### config.mk
export PLATFORM = sky130hd
export DESIGN_NAME = uart_tx_ext
export DESIGN_NICKNAME = d
export VERILOG_FILES = /design/src/rtl/uart_tx_ext.sv
export SDC_FILE = /design/constraint.sdc
export NUM_CORES = 1
export LEC_CHECK = 0
export ABC_CLOCK_PERIOD_IN_PS = 5900
export CORE_ASPECT_RATIO = 1.1
export CORE_MARGIN = 10
export CORE_UTILIZATION = 28
export CTS_CLUSTER_DIAMETER = 50
export DETAILED_ROUTE_END_ITERATION = 7
export DONT_BUFFER_PORTS = 1
export MAX_ROUTING_LAYER = met4
export PLACE_DENSITY_LB_ADDON = 0.2
export SETUP_SLACK_MARGIN = 0.2
export SYNTH_ARGS = -nofsm -noshare
export SYNTH_HDL_FRONTEND = slang
export SYNTH_SLANG_ARGS = --single-unit
### constraint.sdc
create_clock -name i_clk -period 5.9 [get_ports i_clk]
set_input_delay 0.59 -clock i_clk [delete_from_list [all_inputs] [get_ports i_clk]]
set_output_delay 0.59 -clock i_clk [all_outputs]
set_load 0.02 [all_outputs]
### src/rtl/uart_tx_ext.sv
// uart_tx_ext: FIFO-buffered UART transmitter, LSB first, idle-high line.
// Define UART_TX_PARITY_EN to add the i_parity_odd port and a parity bit after the data.
module uart_tx_ext #(
  parameter int CLK_FREQ   = 50_000_000,
  parameter int BAUD_RATE  = 9600,
  parameter int DATA_BITS  = 8,
  parameter int STOP_BITS  = 1,
  parameter int FIFO_DEPTH = 8
) (
  input  logic                          i_clk,
  input  logic                          i_rst,
  input  logic                          i_tx_valid,
  input  logic [DATA_BITS-1:0]          i_tx_data,
  output logic                          o_tx_ready,
`ifdef UART_TX_PARITY_EN
  input  logic                          i_parity_odd,
`endif
  output logic                          o_tx_serial,
  output logic                          o_tx_busy,
  output logic [$clog2(FIFO_DEPTH):0]   o_fifo_count
);
  localparam int CPB = CLK_FREQ / BAUD_RATE;
  localparam int CW  = CPB > 1 ? $clog2(CPB) : 1;
  localparam int AW  = $clog2(FIFO_DEPTH);
  typedef enum logic [2:0] {
    IDLE,
    START,
    DATA,
`ifdef UART_TX_PARITY_EN
    PARITY,
`endif
    STOP
  } state_t;
  logic [DATA_BITS-1:0] mem_q [FIFO_DEPTH];
  logic [AW-1:0]        wr_q, wr_d, rd_q, rd_d;
  logic [AW:0]          fcnt_q, fcnt_d;
  state_t               state_q, state_d;
  logic [CW-1:0]        clk_q, clk_d;
  logic [3:0]           bit_q, bit_d;
  logic [DATA_BITS-1:0] sh_q, sh_d;
  logic                 tx_q, tx_d;
  logic                 push, pop, bit_end;
`ifdef UART_TX_PARITY_EN
  logic                 par_q, par_d;
`endif
  assign o_tx_ready   = fcnt_q < (AW+1)'(FIFO_DEPTH);
  assign o_tx_busy    = state_q != IDLE || fcnt_q != '0;
  assign o_fifo_count = fcnt_q;
  assign o_tx_serial  = tx_q;
  always_comb begin
    push    = i_tx_valid && o_tx_ready;
    bit_end = clk_q == CW'(CPB - 1);
    // Popping at the end of the last stop bit chains frames with no idle cycle.
    pop     = fcnt_q != '0 && (state_q == IDLE ||
              (state_q == STOP && bit_end && bit_q == 4'(STOP_BITS - 1)));
    state_d = state_q;
    clk_d   = bit_end ? '0 : clk_q + 1'b1;
    bit_d   = bit_q;
    sh_d    = sh_q;
`ifdef UART_TX_PARITY_EN
    par_d   = par_q;
`endif
    case (state_q)
      IDLE:  clk_d = '0;
      START: if (bit_end) begin
        state_d = DATA;
        bit_d   = '0;
      end
      DATA: if (bit_end) begin
        sh_d  = sh_q >> 1;
        bit_d = bit_q + 1'b1;
        if (bit_q == 4'(DATA_BITS - 1)) begin
`ifdef UART_TX_PARITY_EN
          state_d = PARITY;
`else
          state_d = STOP;
`endif
          bit_d = '0;
        end
      end
`ifdef UART_TX_PARITY_EN
      PARITY: if (bit_end) begin
        state_d = STOP;
        bit_d   = '0;
      end
`endif
      STOP: if (bit_end) begin
        bit_d = bit_q + 1'b1;
        if (bit_q == 4'(STOP_BITS - 1)) begin
          state_d = IDLE;
          bit_d   = '0;
        end
      end
      default: begin
        state_d = IDLE;
        clk_d   = '0;
        bit_d   = '0;
      end
    endcase
    if (pop) begin
      state_d = START;
      clk_d   = '0;
      bit_d   = '0;
      sh_d    = mem_q[rd_q];
`ifdef UART_TX_PARITY_EN
      par_d   = ^mem_q[rd_q] ^ i_parity_odd;
`endif
    end
    wr_d   = wr_q + AW'(push);
    rd_d   = rd_q + AW'(pop);
    fcnt_d = fcnt_q + (AW+1)'(push) - (AW+1)'(pop);
`ifdef UART_TX_PARITY_EN
    tx_d = state_d == START ? 1'b0 : state_d == DATA ? sh_d[0] : state_d == PARITY ? par_d : 1'b1;
`else
    tx_d = state_d == START ? 1'b0 : state_d == DATA ? sh_d[0] : 1'b1;
`endif
  end
  always_ff @(posedge i_clk)
    if (push) mem_q[wr_q] <= i_tx_data;
  always_ff @(posedge i_clk or posedge i_rst)
    if (i_rst) begin
      state_q <= IDLE;
      wr_q    <= '0;
      rd_q    <= '0;
      fcnt_q  <= '0;
      clk_q   <= '0;
      bit_q   <= '0;
      sh_q    <= '0;
      tx_q    <= 1'b1;
`ifdef UART_TX_PARITY_EN
      par_q   <= 1'b0;
`endif
    end else begin
      state_q <= state_d;
      wr_q    <= wr_d;
      rd_q    <= rd_d;
      fcnt_q  <= fcnt_d;
      clk_q   <= clk_d;
      bit_q   <= bit_d;
      sh_q    <= sh_d;
      tx_q    <= tx_d;
`ifdef UART_TX_PARITY_EN
      par_q   <= par_d;
`endif
    end
endmodule

* After elaboration in Yosys (flattened, before gate mapping)
Memories as Yosys holds them, arrays and structs flattened. Index checks and enable logic that the tools add are counted.
Word-level totals: register bits 39, bits in writable memories 64, input port bits 11, output and inout bits 7, word-level logic and storage cells 67, memories 1
Memory list:
- mem_q | depth 8, bits a word 8, read ports 1, clocked after memory_dff 0, wr ports 1, line 34 | logic [DATA_BITS-1:0] mem_q [FIFO_DEPTH];
Operators by class: add/sub/neg operators 6, $lt $le $gt $ge 1, equality and inequality tests 11, multiplexer cells 24, reduce and logical (&&, ||, !) cells 15
Operators with widths (number):
- $mux 13 | 3
- $mux 4 | 6
- $mux 8 | 3
- $mux 3 | 6
- $pmux 4 s4 | 1
- $add 13x1->13 const B | 1
- $eq 13x13->1 const B | 1
- $pmux 3 s4 | 1
- $eq 3x2->1 const B | 3
- $ne 3x3->1 const B | 3
- $add 3x1->3 | 2
- $eq 3x1->1 const B | 2
- $add 4x1->4 | 1
- $add 4x1->4 const B | 1
- $eq 4x3->1 const B | 1
- $logic_and 1x1->1 | 4
- $logic_not 4->1 | 1
- $lt 4x4->1 const B | 1
- $mux 1 | 4
- $reduce_and 4->1 | 1
- $reduce_bool 2->1 | 2
- $reduce_bool 4->1 | 1
- $sub 4x1->4 | 1
- $logic_not 3->1 | 1
- 5 further kinds | 6

* Depth between registers and ports, before layout
Gate-level depths: netlist of the first run.
depth after elaboration 9, mapped depth 13

* Least setup slack after synthesis of the first run
OpenSTA, ideal clock, no wires.
path type register -> register, start register fcnt_q[3], in the netlist o_fifo_count[3], end register fcnt_q[2], in the netlist o_fifo_count[2], arrival time 2.767 ns, data required time 5.778 ns, setup slack 3.011 ns, cell stages (with the launch flop) 13, path through dfrtp_1 -> inv_1 -> ha_1 -> nor3b_1 -> nor4b_1 -> a21oi_1 -> clkbuf_1 -> inv_1 -> ha_1 -> inv_1 -> ha_1 -> fa_1 -> xor2_1
On the way: cells in the longest elaborated chain, start to end 4
Ends and longest elaborated chain:
- from (decl) | line 36 | logic [AW:0] fcnt_q, fcnt_d;
- from (signal assigned) | line 137 | fcnt_q <= fcnt_d;
- $lt 4x4->1 | line 46 | assign o_tx_ready = fcnt_q < (AW+1)'(FIFO_DEPTH);
- named net o_tx_ready | line 14 | output logic o_tx_ready,
- $logic_and 1x1->1 | line 51 | push = i_tx_valid && o_tx_ready;
- $add 4x1->4 | line 111 | fcnt_d = fcnt_q + (AW+1)'(push) - (AW+1)'(pop);
- $sub 4x1->4 | line 111
- named net fcnt_d[2] | line 36
The timed path passes the listed nets, and every way through them passes these cells. A chain may end at the register's enable or synchronous reset.

* Worst setup path in the final report of the first run
Same ends and word-level chain as after synthesis.

==> results of run 1 <==
path summary, 6_finish.rpt:
| kind | end | slack, ns | cells after the start |
|---|---|---|---|
| worst max register to register | o_fifo_count[2] | 2.48 | 11 |
| worst min register to register | clk_q[0] | 0.49 | 1 |
| worst min-delay path | clk_q[3] | 0.24 | 2 |
| worst max-delay path | o_fifo_count[2] | 2.48 | 11 |
| min in group i_clk | mem_q[3][2] | 0.32 | 0 |
| max in group asynchronous | o_tx_serial | 5.29 | 2 |
power by group:
| part | total, W | switching [W] | leakage, nW | internal (W) |
|---|---|---|---|---|
| logic | 0.000471 | 0.000234 | 0.570 | 0.000237 |
| clock network | 0.000601 | 0.000297 | 0.151 | 0.000304 |
| registers | 0.00102 | 0.000130 | 1.08 | 0.000886 |
layout by cell type, fill, tap and decap left out, types with 6 or more instances in the layout:
master and n:
a21oi_1 6, inv_1 17, nand3_1 9, o21ai_0 6, nor2_1 29, mux2i_1 9, a221o_1 6, mux4_2 16
xnor2_1 7, dfrtp_1 38, clkbuf_16 9, edfxtp_1 64, nand2_1 7, xor2_1 7, nand2b_1 6, ha_1 12
per-layer routing:
layer	up-vias	global-route usage, %	wire, um
met5	-	-	0
li1	1108	-	-
met1	1174	9.10	3800
met3	11	2.99	308
met2	28	14.6	4290
met4	0	3.74	164
cells by family (layout without fill, tap and decap cells):
group / count (synthesis) / in the layout / share of synthesized area (%)
AOI/OAI and AO/OA: 30 / 30 / 5.06
xor gates and xnor gates: 14 / 14 / 2.77
adders and majority gates: 13 / 13 / 3.84
buffers and inverters: 26 / 37 / 2.23
DFF: 103 / 103 / 65.5
muxes: 26 / 26 / 10.4
other: 1 / 1 / 0.0847
and+or+nand+nor: 81 / 81 / 10.1
state kept, by name (all words and copies together) (netlist names):
name / cells
o_fifo_count: 4
wr_q: 3
rd_q: 3
state_q: 3
sh_q: 8
bit_q: 4
clk_q: 13
o_tx_serial: 1
mem_q: 64
metrics by stage:
stage	hold WS, ns	cells	instance area, sq um	utilization [%]
2_1_floorplan	0.448	294	4430	-
4_1_cts	0.259	505	4990	32.0
6_report	0.240	505	4990	32.0
3_5_place_dp	0.486	489	4680	30.0
3_3_place_gp	0.479	489	4680	30.0
5_1_grt	0.302	505	4990	32.0
final cells by class:
class | count | area share [%]
clock buffer | 9 | 4.51
clock inverter | 7 | 1.68
sequential | 103 | 58.1
tap | 200 | 5.02
multi-input combinational | 165 | 28.9
timing repair buffer | 3 | 0.451
inverter | 18 | 1.35
worst max-delay path: stages (launching register included):
cell     delay, ns
dfrtp_1       0.47
inv_1         0.22
ha_1          0.18
nor3b_1       0.36
nor4b_1       0.09
a21oi_1       0.70
inv_1         0.19
ha_1          0.33
inv_1         0.04
ha_1          0.19
fa_1          0.38
xor2_1        0.15
==> out/metrics.csv, run 1 <==
stage;metric;value;unit
clock_network;holdBufCountCts;0;
layout;nFillCells;1542;
timing;final_max_slew_viol_count;0;
timing;fin_setup_tns;0;ns
yosys;yosysMostFrequentCell;edfxtp_1;
critical_path;r2r_start;o_fifo_count[3];
clock_network;clock_latency;0.36;ns
place;gp_congestion;0.730;
critical_path;cp.arrival;3.66;ns
layout;area_growth_syn_to_layout;12.7;%
route;via_per_inst;4.60;
route;vias;2321;
route;routed_wl;8570;um
floorplan;die_x;140;um
flow_run;cap_violations;0;
pwr;power.total;0.00209;W
timing;rsz0062_at_grt;no;
global_routing;grt_max_degree;40;
route;initialDrtViolationCount;96;
floorplan;dieArea;21300;sq um
timing;finalSetupViolations;0;
yosys;yosys.area.top_type_share;43.4;%
critical_path;crit_required;6.14;ns
global_routing;grt_first_pass_wirelength;14000;um
floorplan;ios;18;
global_routing;antenna_found_initial;0;
yosys;yosysSeqAreaShare;65.5;%
yosys;syn_area;4430;sq um
critical_path;worstPathMaxFanout;12;
layout;num_antenna_cells;0;
layout;multi_input_comb_area;1440;sq um
yosys;syn_inst;294;
pwr;power.density;418;nW/um^2
yosys;syn_nets;318;
clock_network;clockBufferDepth;2;
place;io_buffers;0;
timing;tightest_slew;1.08;ns
critical_path;path_class;reg2reg;
timing;clock_skew;0.0138;ns
layout;drive_gt1_share;15.4;%
yosys;synth_seq_cells;103;
critical_path;critPathCaptureType;register;
layout;nNetsFinal;324;
floorplan;row_count;48;
timing;fmax;0.292;GHz
critical_path;critPathLaunch;o_fifo_count[3];
timing;period_share;58.0;%
critical_path;startpoint_type;register;
clock_network;cts_tree;built;
yosys;synth-warning-count;0;
route;wire_per_inst;17.0;um
place;dpl.hpwl;5590;um
yosys;synth_common_cells;64 x edfxtp_1, 38 x dfrtp_1, 29 x nor2_1, 18 x inv_1, 16 x mux4_2;
floorplan;core_region_area;15600;sq um
yosys;synth_async_sr_flop_share;37.9;%
clock_network;cts-root-buf;clkbuf_16;
route;final_antenna_net_count;0;
clock_network;clock_sinks;103;
pwr;vdd_drop_max;190;uV
yosys;ys_types;47;
global_routing;gr-usage-all-layers;8.71;%
timing;hold_violations;0;
yosys;avgSynthCellArea;15.1;sq um
min_path;min_path_type;in2async;
clock_network;cts_resized;0;
yosys;synth_area_leaders;edfxtp_1 43%, dfrtp_1 21%, mux4_2 8.1%;
route;first_pass_iters;4;
clock_network;clk_pin_slew;0.08;ns
floorplan;initial_utilization;28.4;%
layout;regArea;2900;sq um
timing;relSlewSlack;27.7;%
clock_network;post_cts_buffers;0;
global_routing;grt.overflow.total;0;
clock_network;cts_buffers;9;
yosys;synth_edf_count;64;
timing;finalCriticalPeriod;3.42;ns
clock_network;cts-htree-levels;3;
floorplan;die_y;152;um
yosys;yosysTopAreaCell;edfxtp_1;
place;post-place-ws;2.41;ns
route;drc;0;
pwr;leakagePower;1.80;nW
yosys;synthFlopType;edfxtp_1;
run_status;status;complete, no violations;
global_routing;grt_pass1_vias;2536;
timing;layout_setup_ws;2.48;ns
Power figures use the tool's default switching activity.
==> run 2, diff against run 1 <==
--- a/config.mk
+++ b/config.mk
@@ -5,7 +5,8 @@
 export SDC_FILE = /design/constraint.sdc
 export NUM_CORES = 1
 export LEC_CHECK = 0
-export ABC_CLOCK_PERIOD_IN_PS = 5900
+export ABC_AREA = 1
+export ABC_CLOCK_PERIOD_IN_PS = 3530
 export CORE_ASPECT_RATIO = 1.1
 export CORE_MARGIN = 10
 export CORE_UTILIZATION = 28
==> constraint.sdc (replaced) <==
create_clock -name i_clk -period 3.53 [get_ports i_clk]
set_input_delay 0.353 -clock i_clk [delete_from_list [all_inputs] [get_ports i_clk]]
set_output_delay 0.353 -clock i_clk [all_outputs]
set_load 0.02 [all_outputs]
==> run 2 against run 1 <==
Sequential cell count unchanged. Global-route usage grew 0.46 points. Highest routed layer unchanged. Cell area is 3.1% higher. Sequential share of layout area shrank 1.8 points. Combinational power is 100% higher. Routed wire length is 7.7% higher. Setup slack lost 1.5 ns. Synthesized cell count is 43% higher. Maximum frequency is 36% higher. Non-clock buffer count grew 4. Die area increased by 2.6%.
==> out/metrics.csv, run 2 <==
stage;metric;value;unit
floorplan;ios;18;
layout;largest_reg_flops;64;
yosys;synth_edf_count;64;
route;routed_wl;9230;um
critical_path;startpoint_type;register;
yosys;syn_nets;444;
critical_path;crit_chain;inv_1, ha_1, nand3_1, inv_1, nand4_4, a21boi_4, ha_1, inv_1, ha_1, fa_1, xor2_1;
timing;fin_setup_tns;0;ns
place;io_buffers;0;
timing;fmax;0.398;GHz
timing;final_max_slew_viol_count;0;
clock_network;clock_sinks;103;
global_routing;grt_pass1_vias;2895;
yosys;synthFlopType;edfxtp_1;
critical_path;path_class;reg2reg;
layout;regArea;2900;sq um
critical_path;crit_family;adder cells;
timing;clock_skew;0.0106;ns
place;dpl.hpwl;6150;um
clock_network;cts_buffers;9;
yosys;synth_common_cells;74 x nor2_1, 64 x edfxtp_1, 59 x nand2_1, 38 x dfrtp_1, 29 x o21ai_0;
timing;finalCriticalPeriod;2.51;ns
yosys;syn_inst;420;
clock_network;cts-root-buf;clkbuf_16;
timing;relSlewSlack;32.6;%
timing;tightest_slew;1.01;ns
global_routing;grt.overflow.total;0;
clock_network;cts_tree;built;
clock_network;clock_latency;0.35;ns
place;post-place-ws;0.993;ns
pwr;leakagePower;2.01;nW
global_routing;grt_first_pass_wirelength;15200;um
route;final_antenna_net_count;0;
floorplan;core_region_area;15900;sq um
route;via_per_inst;4.50;
clock_network;cts_resized;0;
timing;rsz0062_at_grt;no;
yosys;syn_area;4560;sq um
route;first_pass_iters;4;
yosys;synth_adder_area_share;3.73;%
timing;finalSetupViolations;0;
layout;layout_common_cells;74 x nor2_1, 64 x edfxtp_1, 59 x nand2_1, 38 x dfrtp_1, 29 x o21ai_0;
route;wire_per_inst;14.6;um
yosys;avgSynthCellArea;10.9;sq um
timing;hold_violations;0;
clock_network;cts-htree-levels;3;
yosys;synth-compound-area-share;8.23;%
clock_network;clk_pin_slew;0.08;ns
layout;regMostFlops;mem_q;
global_routing;gr-usage-all-layers;9.18;%
floorplan;die_y;154;um
yosys;synth_area_leaders;edfxtp_1 42%, dfrtp_1 21%, nor2_1 6.1%;
yosys;ys_types;41;
critical_path;crit_buf_inv;3;
layout;num_antenna_cells;0;
floorplan;initial_utilization;28.8;%
yosys;synth-simple-area-share;18.1;%
clock_network;holdBufCountCts;0;
layout;nNetsFinal;451;
yosys;synth_top_family_by_area;simple AND/OR/NAND/NOR gates;
layout;top_regs;mem_q x64, clk_q x13, sh_q x8;
yosys;synth_seq_cells;103;
yosys;synth_xor_area_share;1.92;%
route;drc;0;
timing;period_share;71.1;%
critical_path;max_stage_delay;0.42;ns
flow_run;cap_violations;0;
yosys;yosysMostFrequentCell;nor2_1;
pwr;power.density;710;nW/um^2
run_status;status;complete, no violations;
floorplan;dieArea;21800;sq um
critical_path;crit_required;3.77;ns
timing;layout_setup_ws;1.02;ns
yosys;yosysTopAreaCell;edfxtp_1;
critical_path;cp.arrival;2.75;ns
layout;multi_input_comb_area;1460;sq um
floorplan;row_count;48;
layout;final_common_cell;nor2_1;
clock_network;clockBufferDepth;2;
route;initialDrtViolationCount;189;
critical_path;worstPathMaxFanout;10;
min_path;min_path_type;in2reg;
critical_path;crit_slowest_cell;dfrtp_1;
yosys;yosysSeqAreaShare;63.5;%
floorplan;die_x;142;um
layout;nFillCells;1608;
global_routing;grt_max_degree;34;
critical_path;rrSetupSlack;1.02;ns
yosys;yosys.area.top_type_share;42.1;%
clock_network;post_cts_buffers;0;
place;gp_congestion;0.740;
route;vias;2842;
critical_path;critPathCaptureType;register;
pwr;vdd_drop_max;351;uV
yosys;synth-warning-count;0;
yosys;synth_mux_area_share;0;%
global_routing;antenna_found_initial;0;
layout;area_growth_syn_to_layout;12.8;%
layout;drive_gt1_share;12.3;%
yosys;synth_async_sr_flop_share;37.9;%
-- run 2: changes by cell type after synthesis, sizes merged, moves of 7 or more --
cell and change:
buf +7, inv +18, mux2i -9, mux4 -16
nand2 +57, nand3 +15, nor2 +55, o211ai +13
o21ai +29
-- run 2: kinds of logic (layout without fill, tap and decap cells) --
kind of cell | count (synthesis) | in the layout
other | 1 | 1
flip-flops | 103 | 103
AND/OR/NAND/NOR | 182 | 182
buffers and inverters | 49 | 61
XOR/XNOR | 10 | 10
adder cells (fa/ha/maj) | 13 | 13
AO/OA/AOI/OAI | 62 | 62
-- run 2: routing by layer --
| layer | global-route usage (%) | share of wire, % | vias up |
|---|---|---|---|
| met3 | 3.23 | 3.5 | 6 |
| met4 | 2.73 | 1.1 | 0 |
| met2 | 15.6 | 51 | 19 |
| met5 | - | 0 | - |
| li1 | - | - | 1434 |
| met1 | 9.79 | 44 | 1383 |
-- run 2: power by group --
part	switching [W]	total, W	internal [W]
sequential	0.000154	0.00164	0.00149
combinational	0.000637	0.000959	0.000322
clock	0.000482	0.00106	0.000573
-- run 2: stage by stage --
stage          total power, W  std cells  hold WS [ns]  instance area (sq um)  util [%]
4_1_cts               0.00372        630        0.0726                   5110      32.2
2_1_floorplan         0.00238        420         0.433                   4560         -
5_1_grt               0.00391        632        0.0663                   5140      32.4
3_5_place_dp          0.00265        614         0.452                   4790      30.2
3_3_place_gp          0.00263        614         0.447                   4790      30.2
6_report              0.00365        632        0.0908                   5140      32.4
-- run 2: cell type report --
| class | instances | share of cell area [%] |
|---|---|---|
| Sequential cell | 103 | 56.3 |
| Multi-Input combinational cell | 268 | 28.4 |
| Tap cell | 200 | 4.86 |
| Clock buffer | 9 | 4.38 |
| Inverter | 38 | 2.80 |
| Clock inverter | 7 | 1.75 |
| Timing Repair Buffer | 7 | 1.46 |
-- run 2: final timing paths --
path	start	endpoint	depth (start not counted)
max	bit_q[0]	o_fifo_count[2]	11
min	i_tx_data[1]	mem_q[0][1]	0
max reg2reg	bit_q[0]	o_fifo_count[2]	11
min reg2reg	clk_q[0]	clk_q[0]	1
max in group asynchronous	i_rst	o_tx_serial	3
min in group asynchronous	i_rst	clk_q[7]	2
-- run 2: worst register-to-register path, stage by stage (launching register included) --
cell,delay (ns)
dfrtp_1,0.42
inv_1,0.09
ha_1,0.15
nand3_1,0.12
inv_1,0.15
nand4_4,0.13
a21boi_4,0.37
ha_1,0.20
inv_1,0.04
ha_1,0.19
fa_1,0.38
xor2_1,0.15
